File: config.mk
export PLATFORM = sky130hd
export DESIGN_NAME = hsv_core_commit_multi
export DESIGN_NICKNAME = d
export VERILOG_FILES = /design/src/rtl/hsv_core_pkg.sv /design/src/rtl/hsv_core_commit_select.sv /design/src/rtl/hsv_core_commit_multi.sv
export SDC_FILE = /design/constraint.sdc
export NUM_CORES = 1
export LEC_CHECK = 0
export BUFFER_PORTS_ARGS = -buffer_cell sky130_fd_sc_hd__buf_4
export CAP_MARGIN = 20
export CORE_AREA = 5 5 382 384
export DETAILED_ROUTE_END_ITERATION = 16
export DIE_AREA = 0 0 387 389
export GPL_TIMING_DRIVEN = 0
export PLACE_DENSITY = 0.34
export SLEW_MARGIN = 25
export SYNTH_ARGS = -nofsm -noshare
export SYNTH_HDL_FRONTEND = slang
export SYNTH_SLANG_ARGS = --single-unit
File: constraint.sdc
create_clock -name clk_core -period 2.6 [get_ports clk_core]
set_clock_uncertainty 0.05 [all_clocks]
set_input_delay 0.13 -clock clk_core [delete_from_list [all_inputs] [get_ports clk_core]]
set_output_delay 0.13 -clock clk_core [all_outputs]
set_load 0.05 [all_outputs]
File: src/rtl/hsv_core_pkg.sv
// Shared types for the hsv_core commit path: commit records, tokens and
// the commit-stage state encoding.
package hsv_core_pkg;

    localparam int TOKEN_W = 4;

    typedef logic [31:0]        word;
    typedef logic [4:0]         reg_addr;
    typedef logic [31:0]        reg_mask;
    typedef logic [TOKEN_W-1:0] insn_token;

    localparam insn_token TOKEN_INC = 4'd1;

    typedef struct packed {
        insn_token token;
        reg_addr   rd_addr;
    } commit_common_t;

    typedef struct packed {
        commit_common_t common;
        word            result;
        word            next_pc;
        reg_mask        rd_mask;
        logic           writeback;
        logic           jump;
        logic           trap;
        logic [4:0]     trap_cause;
        word            trap_value;
    } commit_data_t;

    typedef enum logic [1:0] {
        RUN   = 2'd0,
        DRAIN = 2'd1,
        FLUSH = 2'd2
    } commit_state_t;

endpackage

File: src/rtl/hsv_core_commit_select.sv
// Token match, accept and one-hot OR selection across the execution
// channels, with detection of more than one simultaneous accept.
module hsv_core_commit_select
    import hsv_core_pkg::*;
#(
    parameter int NUM_PORTS = 5
) (
    input  commit_data_t           port_data_i [NUM_PORTS],
    input  logic [NUM_PORTS-1:0]   port_valid_i,
    input  insn_token              token_i,
    input  logic                   enable_i,
    output logic [NUM_PORTS-1:0]   ready_o,
    output logic [NUM_PORTS-1:0]   accept_o,
    output commit_data_t           used_o,
    output logic                   dup_o
);

    localparam logic [NUM_PORTS-1:0] ACC_ONE = {{(NUM_PORTS-1){1'b0}}, 1'b1};

    // Match each channel against the program-order token and OR accepted records.
    always_comb begin
        ready_o  = '0;
        accept_o = '0;
        used_o   = '0;
        for (int i = 0; i < NUM_PORTS; i++) begin
            ready_o[i]  = enable_i & (port_data_i[i].common.token == token_i);
            accept_o[i] = ready_o[i] & port_valid_i[i];
            if (accept_o[i]) begin
                used_o = used_o | port_data_i[i];
            end else begin
                used_o = used_o;
            end
        end
    end

    // Clearing the lowest set bit leaves something only when two or more are set.
    assign dup_o = |(accept_o & (accept_o - ACC_ONE));

endmodule

File: src/rtl/hsv_core_commit_multi.sv
// In-order commit stage: retires one matching record per cycle, drives
// writeback and trap/flush controls, and sequences drain/flush.
module hsv_core_commit_multi
    import hsv_core_pkg::*;
#(
    parameter int  NUM_PORTS = 5,
    parameter word RESET_PC  = 32'h0000_0000,
    parameter int  RETIRE_W  = 64
) (
    input  logic                  clk_core,
    input  logic                  rst_core_n,
    input  commit_data_t          port_data [NUM_PORTS],
    input  logic [NUM_PORTS-1:0]  port_valid_i,
    output logic [NUM_PORTS-1:0]  port_ready_o,
    output logic [NUM_PORTS-1:0]  port_commit_o,
    output logic                  ctrl_commit,
    input  logic                  ctrl_begin_irq,
    output logic                  ctrl_flush_begin,
    output logic                  ctrl_trap,
    output logic [4:0]            ctrl_trap_cause,
    output word                   ctrl_trap_value,
    output word                   ctrl_next_pc,
    input  logic                  flush_req,
    input  word                   flush_target,
    output logic                  flush_ack,
    output reg_addr               wr_addr,
    output word                   wr_data,
    output logic                  wr_en,
    output reg_mask               commit_mask,
    output logic [RETIRE_W-1:0]   retire_count,
    output insn_token             token_o,
    output logic                  dup_token_err
);

    localparam logic [RETIRE_W-1:0] RETIRE_INC = {{(RETIRE_W-1){1'b0}}, 1'b1};

    commit_state_t         state_q, state_d;
    insn_token             token_q, token_d;
    logic [RETIRE_W-1:0]   retire_q, retire_d;
    word                   next_pc_q, next_pc_d;
    logic                  trap_q, trap_d;
    logic [4:0]            cause_q, cause_d;
    word                   value_q, value_d;
    logic                  dup_q, dup_d;
    logic                  flush_ack_q, flush_ack_d;

    logic [NUM_PORTS-1:0]  accept_s;
    commit_data_t          used_s;
    logic                  dup_s;
    logic                  run_s;
    logic                  flush_done_s;
    logic                  accept_any_s;
    logic                  trap_acc_s;
    logic                  retire_acc_s;

    hsv_core_commit_select #(
        .NUM_PORTS (NUM_PORTS)
    ) u_select (
        .port_data_i  (port_data),
        .port_valid_i (port_valid_i),
        .token_i      (token_q),
        .enable_i     (run_s),
        .ready_o      (port_ready_o),
        .accept_o     (accept_s),
        .used_o       (used_s),
        .dup_o        (dup_s)
    );

    // State register; every flop returns to its reset value asynchronously.
    always_ff @(posedge clk_core or negedge rst_core_n) begin
        if (!rst_core_n) begin
            state_q     <= RUN;
            token_q     <= '0;
            retire_q    <= '0;
            next_pc_q   <= RESET_PC;
            trap_q      <= 1'b0;
            cause_q     <= 5'd0;
            value_q     <= 32'h0000_0000;
            dup_q       <= 1'b0;
            flush_ack_q <= 1'b1;
        end else begin
            state_q     <= state_d;
            token_q     <= token_d;
            retire_q    <= retire_d;
            next_pc_q   <= next_pc_d;
            trap_q      <= trap_d;
            cause_q     <= cause_d;
            value_q     <= value_d;
            dup_q       <= dup_d;
            flush_ack_q <= flush_ack_d;
        end
    end

    // Next-state logic; an accept racing flush_req still lands in FLUSH.
    always_comb begin
        state_d = state_q;
        case (state_q)
            RUN: begin
                if (flush_req) begin
                    state_d = FLUSH;
                end else if (accept_any_s && ctrl_flush_begin) begin
                    state_d = DRAIN;
                end else begin
                    state_d = RUN;
                end
            end
            DRAIN: begin
                if (flush_req) begin
                    state_d = FLUSH;
                end else begin
                    state_d = DRAIN;
                end
            end
            FLUSH: begin
                if (flush_done_s) begin
                    state_d = RUN;
                end else begin
                    state_d = FLUSH;
                end
            end
            default: state_d = RUN;
        endcase
    end

    // State-decoded controls.
    always_comb begin
        run_s        = (state_q == RUN) & ~ctrl_begin_irq;
        flush_done_s = (state_q == FLUSH) & flush_ack_q & ~flush_req;
    end

    // Accept qualification and combinational writeback toward regfile/scoreboard.
    always_comb begin
        accept_any_s  = |accept_s;
        trap_acc_s    = accept_any_s & used_s.trap;
        retire_acc_s  = accept_any_s & ~used_s.trap;
        port_commit_o = '0;
        for (int i = 0; i < NUM_PORTS; i++) begin
            port_commit_o[i] = accept_s[i] & ~port_data[i].trap;
        end
        ctrl_commit      = |port_commit_o;
        wr_addr          = used_s.common.rd_addr;
        wr_data          = used_s.result;
        wr_en            = used_s.writeback & ~used_s.trap;
        commit_mask      = used_s.trap ? 32'h0000_0000 : used_s.rd_mask;
        ctrl_flush_begin = used_s.jump | used_s.trap;
    end

    // Register next values: flush restart, normal retire or trap capture.
    always_comb begin
        token_d     = token_q;
        retire_d    = retire_q;
        next_pc_d   = next_pc_q;
        cause_d     = cause_q;
        value_d     = value_q;
        trap_d      = trap_acc_s;
        dup_d       = dup_q | dup_s;
        flush_ack_d = flush_req;
        if (flush_done_s) begin
            token_d   = '0;
            next_pc_d = flush_target;
        end else if (retire_acc_s) begin
            token_d   = token_q + TOKEN_INC;
            retire_d  = retire_q + RETIRE_INC;
            next_pc_d = used_s.next_pc;
        end else begin
            token_d   = token_q;
        end
        if (trap_acc_s) begin
            cause_d = used_s.trap_cause;
            value_d = used_s.trap_value;
        end else begin
            cause_d = cause_q;
        end
    end

    assign ctrl_trap       = trap_q;
    assign ctrl_trap_cause = cause_q;
    assign ctrl_trap_value = value_q;
    assign ctrl_next_pc    = next_pc_q;
    assign flush_ack       = flush_ack_q;
    assign retire_count    = retire_q;
    assign token_o         = token_q;
    assign dup_token_err   = dup_q;

endmodule

==> impl_results.md <==
- Outcome: finished, violations left
- Failing checks: setup timing
- Drt total wl: 159000 um
- Main synth FF type: dfrtp_1
- Worst skew pair latency: 0.53 ns
- RSZ-0062 raised after global routing: yes
- Drt initial violations: 1814
- Number of synthesized flops with an enable pin: 0
- Yosys cell types: 45
- Setup Viol. Count Final: 209
- Die X: 387 um
- Worst setup margin: -0.735 ns
- Area of the core: 142000 um2
- CTS Root Cell: clkbuf_16
- Seq. cell area: 3560 um2
- Share of flip-flops with an asynchronous set or reset: 100%
- Clock buffer depth: 2
- Slew headroom: 22.9%
- Total iterations of the first detailed-routing run: 9
- I/O Buffers: 987
- Area delta synth->final: 181%
- Fillers: 15894
- Vias in the first global route: 18644
- CP Buf/Inv Count: 6
- Syn Area/Cell: 8.25 um2
- Post-DP HPWL: 132000 um
- Final core occ: 20.4%
- Worst-path clk slew: 0.08 ns
- Power Dens Cells: 394 nW/um2
- Initial antenna violation count: 148
- Net Sw Frac: 43.4%
- Num ports: 988
- FF+latch count, synth: 142
- Final worst-path cycle share: 128%
- Net count, final: 3490
- DIE AREA: 151000 um2
- Most common cell after layout, fill and taps aside: buf_4
- ANT nets after route: 0
- Kind of cell adding the most delay to the critical path: buffers and inverters
- Crit Path Category: reg2out
- Row cnt: 139
- Peak VDD IR: 581 uV
- Final Instance Area: 29000 um2
- Syn. warnings: 0
- First-pass GRT wire length: 199000 um
- Register area share after synthesis: 34.4%
- CTS sink cnt: 142
- Max stage delay on crit path: 0.49 ns
- Largest net degree at the start of global routing: 72
- Area of the multi-input gates: 7200 um2
- Layout cells sized above 1: 53.9%
- Commonest non-fill, non-tap cells in the layout: 1027 x buf_4, 332 x dlygate4sd3_1, 173 x nand2_1
- TritonCTS clock tree: built
- Max Freq: 300 MHz
- Dpl cell area: 20900 um2
- Internal power: 6470 uW
- Min-Delay Path Class: in2reg
- Register share of total power: 26.4%
- Crit. End Element: output pin
- Total CTS buffers: 17
- Synthesized net count: 2018
- Htree depth: 4
- Mapped Cells: 1250
- DIE HEIGHT: 389 um
- Final hold violations: 0
- Grt ovf: 0
- Crit-path cells: buf_6 -> xnor2_1 -> nand4_1 -> nor2_4 -> buf_12 -> clkbuf_16 -> buf_6 -> buf_12 -> a222oi_1 -> nand2_1 -> buf_6
- Number of remaining DRC errors: 0
- Comb power frac: 47.7%
- Post-DR vias/cell: 3.96
- Slew Viols, Final: 0
- Via Count: 18560
- Starting Density: 7.24%
- P_leak: 0.0125 uW
- Req. time, crit path: 2.42 ns
- Synthesized area: 10300 um2
- Slowest CP cell: dfrtp_2
- WP data arrival: 3.16 ns
- Max_cap viols: 0
- Critical path launch point type: flip-flop
- Worst Max-Slew Pin Slew: 1.16 ns
- Most frequent cell on the critical path: buf_6
- Worst-path fanout max: 10
- RePlAce Congestion: 0.935
- Overall global routing resource usage: 20.0%
- Fin crit period: 3.34 ns
- Clock Power Share: 25.9%
- Psw: 4970 uW
- Routed WL per cell: 33.9 um
## final timing paths
check | from | end | slack, ns | cells after the start
setup / recovery | token_o[2] | wr_addr[1] | -0.74 | 11
hold / removal | port_data[585] | ctrl_trap_value[5] | 0.05 | 3
setup reg to reg | token_o[1] | retire_count[21] | -0.51 | 14
hold reg to reg | retire_count[63] | retire_count[63] | 0.42 | 1
max in group asynchronous | rst_core_n | retire_count[39] | 1.03 | 3
min in group asynchronous | rst_core_n | flush_ack | 0.12 | 2
## final cells by class
cell class	instances	area share [%]
Multi-Input combinational cell	939	24.8
Clock inverter	14	0.703
Inverter	12	0.155
Buffer	129	6.91
Tap cell	1903	8.20
Clock buffer	18	1.48
Sequential cell	142	12.3
Antenna cell	52	0.448
Timing Repair Buffer	1481	45.0
## metrics by stage
stage	total power, uW	setup slack [ns]	setup TNS (ns)	hold WS, ns	std cells
after floorplan	5230	-0.234	-7.19	-0.216	1250
after global placement	7740	-2.91	-390.37	0.225	4140
after detailed placement	7760	-2.65	-309.84	-0.0637	4151
after CTS	11500	-0.861	-88.49	0.00458	4606
after global routing	11900	-0.782	-93.82	0.0619	4667
final	11400	-0.735	-72.17	0.0516	4690
## per-layer routing
metal | routed length, um | GRT usage [%] | part of all wire [%] | vias to the layer above
met5 | 131 | 0 | 0.082 | -
met4 | 7110 | 7.72 | 4.5 | 24
met3 | 13100 | 6.19 | 8.2 | 290
met2 | 76900 | 34.3 | 48 | 1163
met1 | 61700 | 23.4 | 39 | 9245
li1 | - | - | - | 7838
## worst reg2reg max path, cell delays in order (launching register included)
cell	delay [ns]
dfrtp_2	0.47
xor2_1	0.24
nor4_2	0.09
and3_1	0.18
buf_12	0.16
a2111oi_4	0.33
buf_4	0.20
buf_4	0.17
o211ai_4	0.09
buf_12	0.17
buf_12	0.13
buf_16	0.14
buf_4	0.14
nor4_2	0.29
xor2_1	0.18
## flip-flops by register name (all words and copies together), names as in the netlist
name / count
state_q: 2
ctrl_trap: 1
flush_ack: 1
dup_token_err: 1
ctrl_trap_cause: 5
ctrl_trap_value: 32
token_o: 4
ctrl_next_pc: 32
retire_count: 64
## repair_timing
action,in CTS,in global routing
endpoints found under the setup margin,215,212
buffers inserted,105,35
hold endpoints to repair,214,0
hold buffers,332,0
gates cloned,12,3
pin swaps,79,49
gates resized for setup,514,126
## power groups by stage
stage	Combinational, uW	Sequential (uW)	Clock (uW)
after global placement	4710	3030	0
after CTS	5400	3010	3120
after global routing	5680	3060	3120
after detailed placement	4730	3030	0
final	5450	3020	2960
after floorplan	764	4470	0
## synth_stat cells (2+ instances only)
cell,count,area [um2]
a222oi_1,55,551
xor2_1,46,403
nor3_1,28,140
inv_1,12,45.0
a21oi_1,11,55.1
ha_1,2,25.0
nand3_1,83,415
o21ai_0,3,15.0
nand4_1,33,206
xnor2_1,37,324
a22oi_1,195,1460
and2_1,3,18.8
dfrtp_1,141,3530
and4_1,3,26.3
and3_1,11,68.8
buf_2,16,80.1
buf_4,45,338
nor4_1,18,113
clkbuf_1,83,312
or3_1,4,25.0
or4_1,2,15.0
a221oi_1,30,263
o211ai_1,32,240
nand2_1,191,717
nor4b_1,2,17.5
buf_1,13,48.8
a31oi_1,65,407
nor2_1,69,259
## logic make-up (layout without fill, tap and decap cells)
group           after synthesis  in the layout  share of synthesized area, %
xor+xnor                     83             83                          7.05
other cells                   0             52                             0
fa+ha+maj                     3              3                         0.339
simple gates                453            453                          20.1
buf+inv                     169           1654                          7.98
compound gates              400            400                          30.1
flops                       142            142                          34.4
No activity file was read; power rests on OpenSTA's default activity.
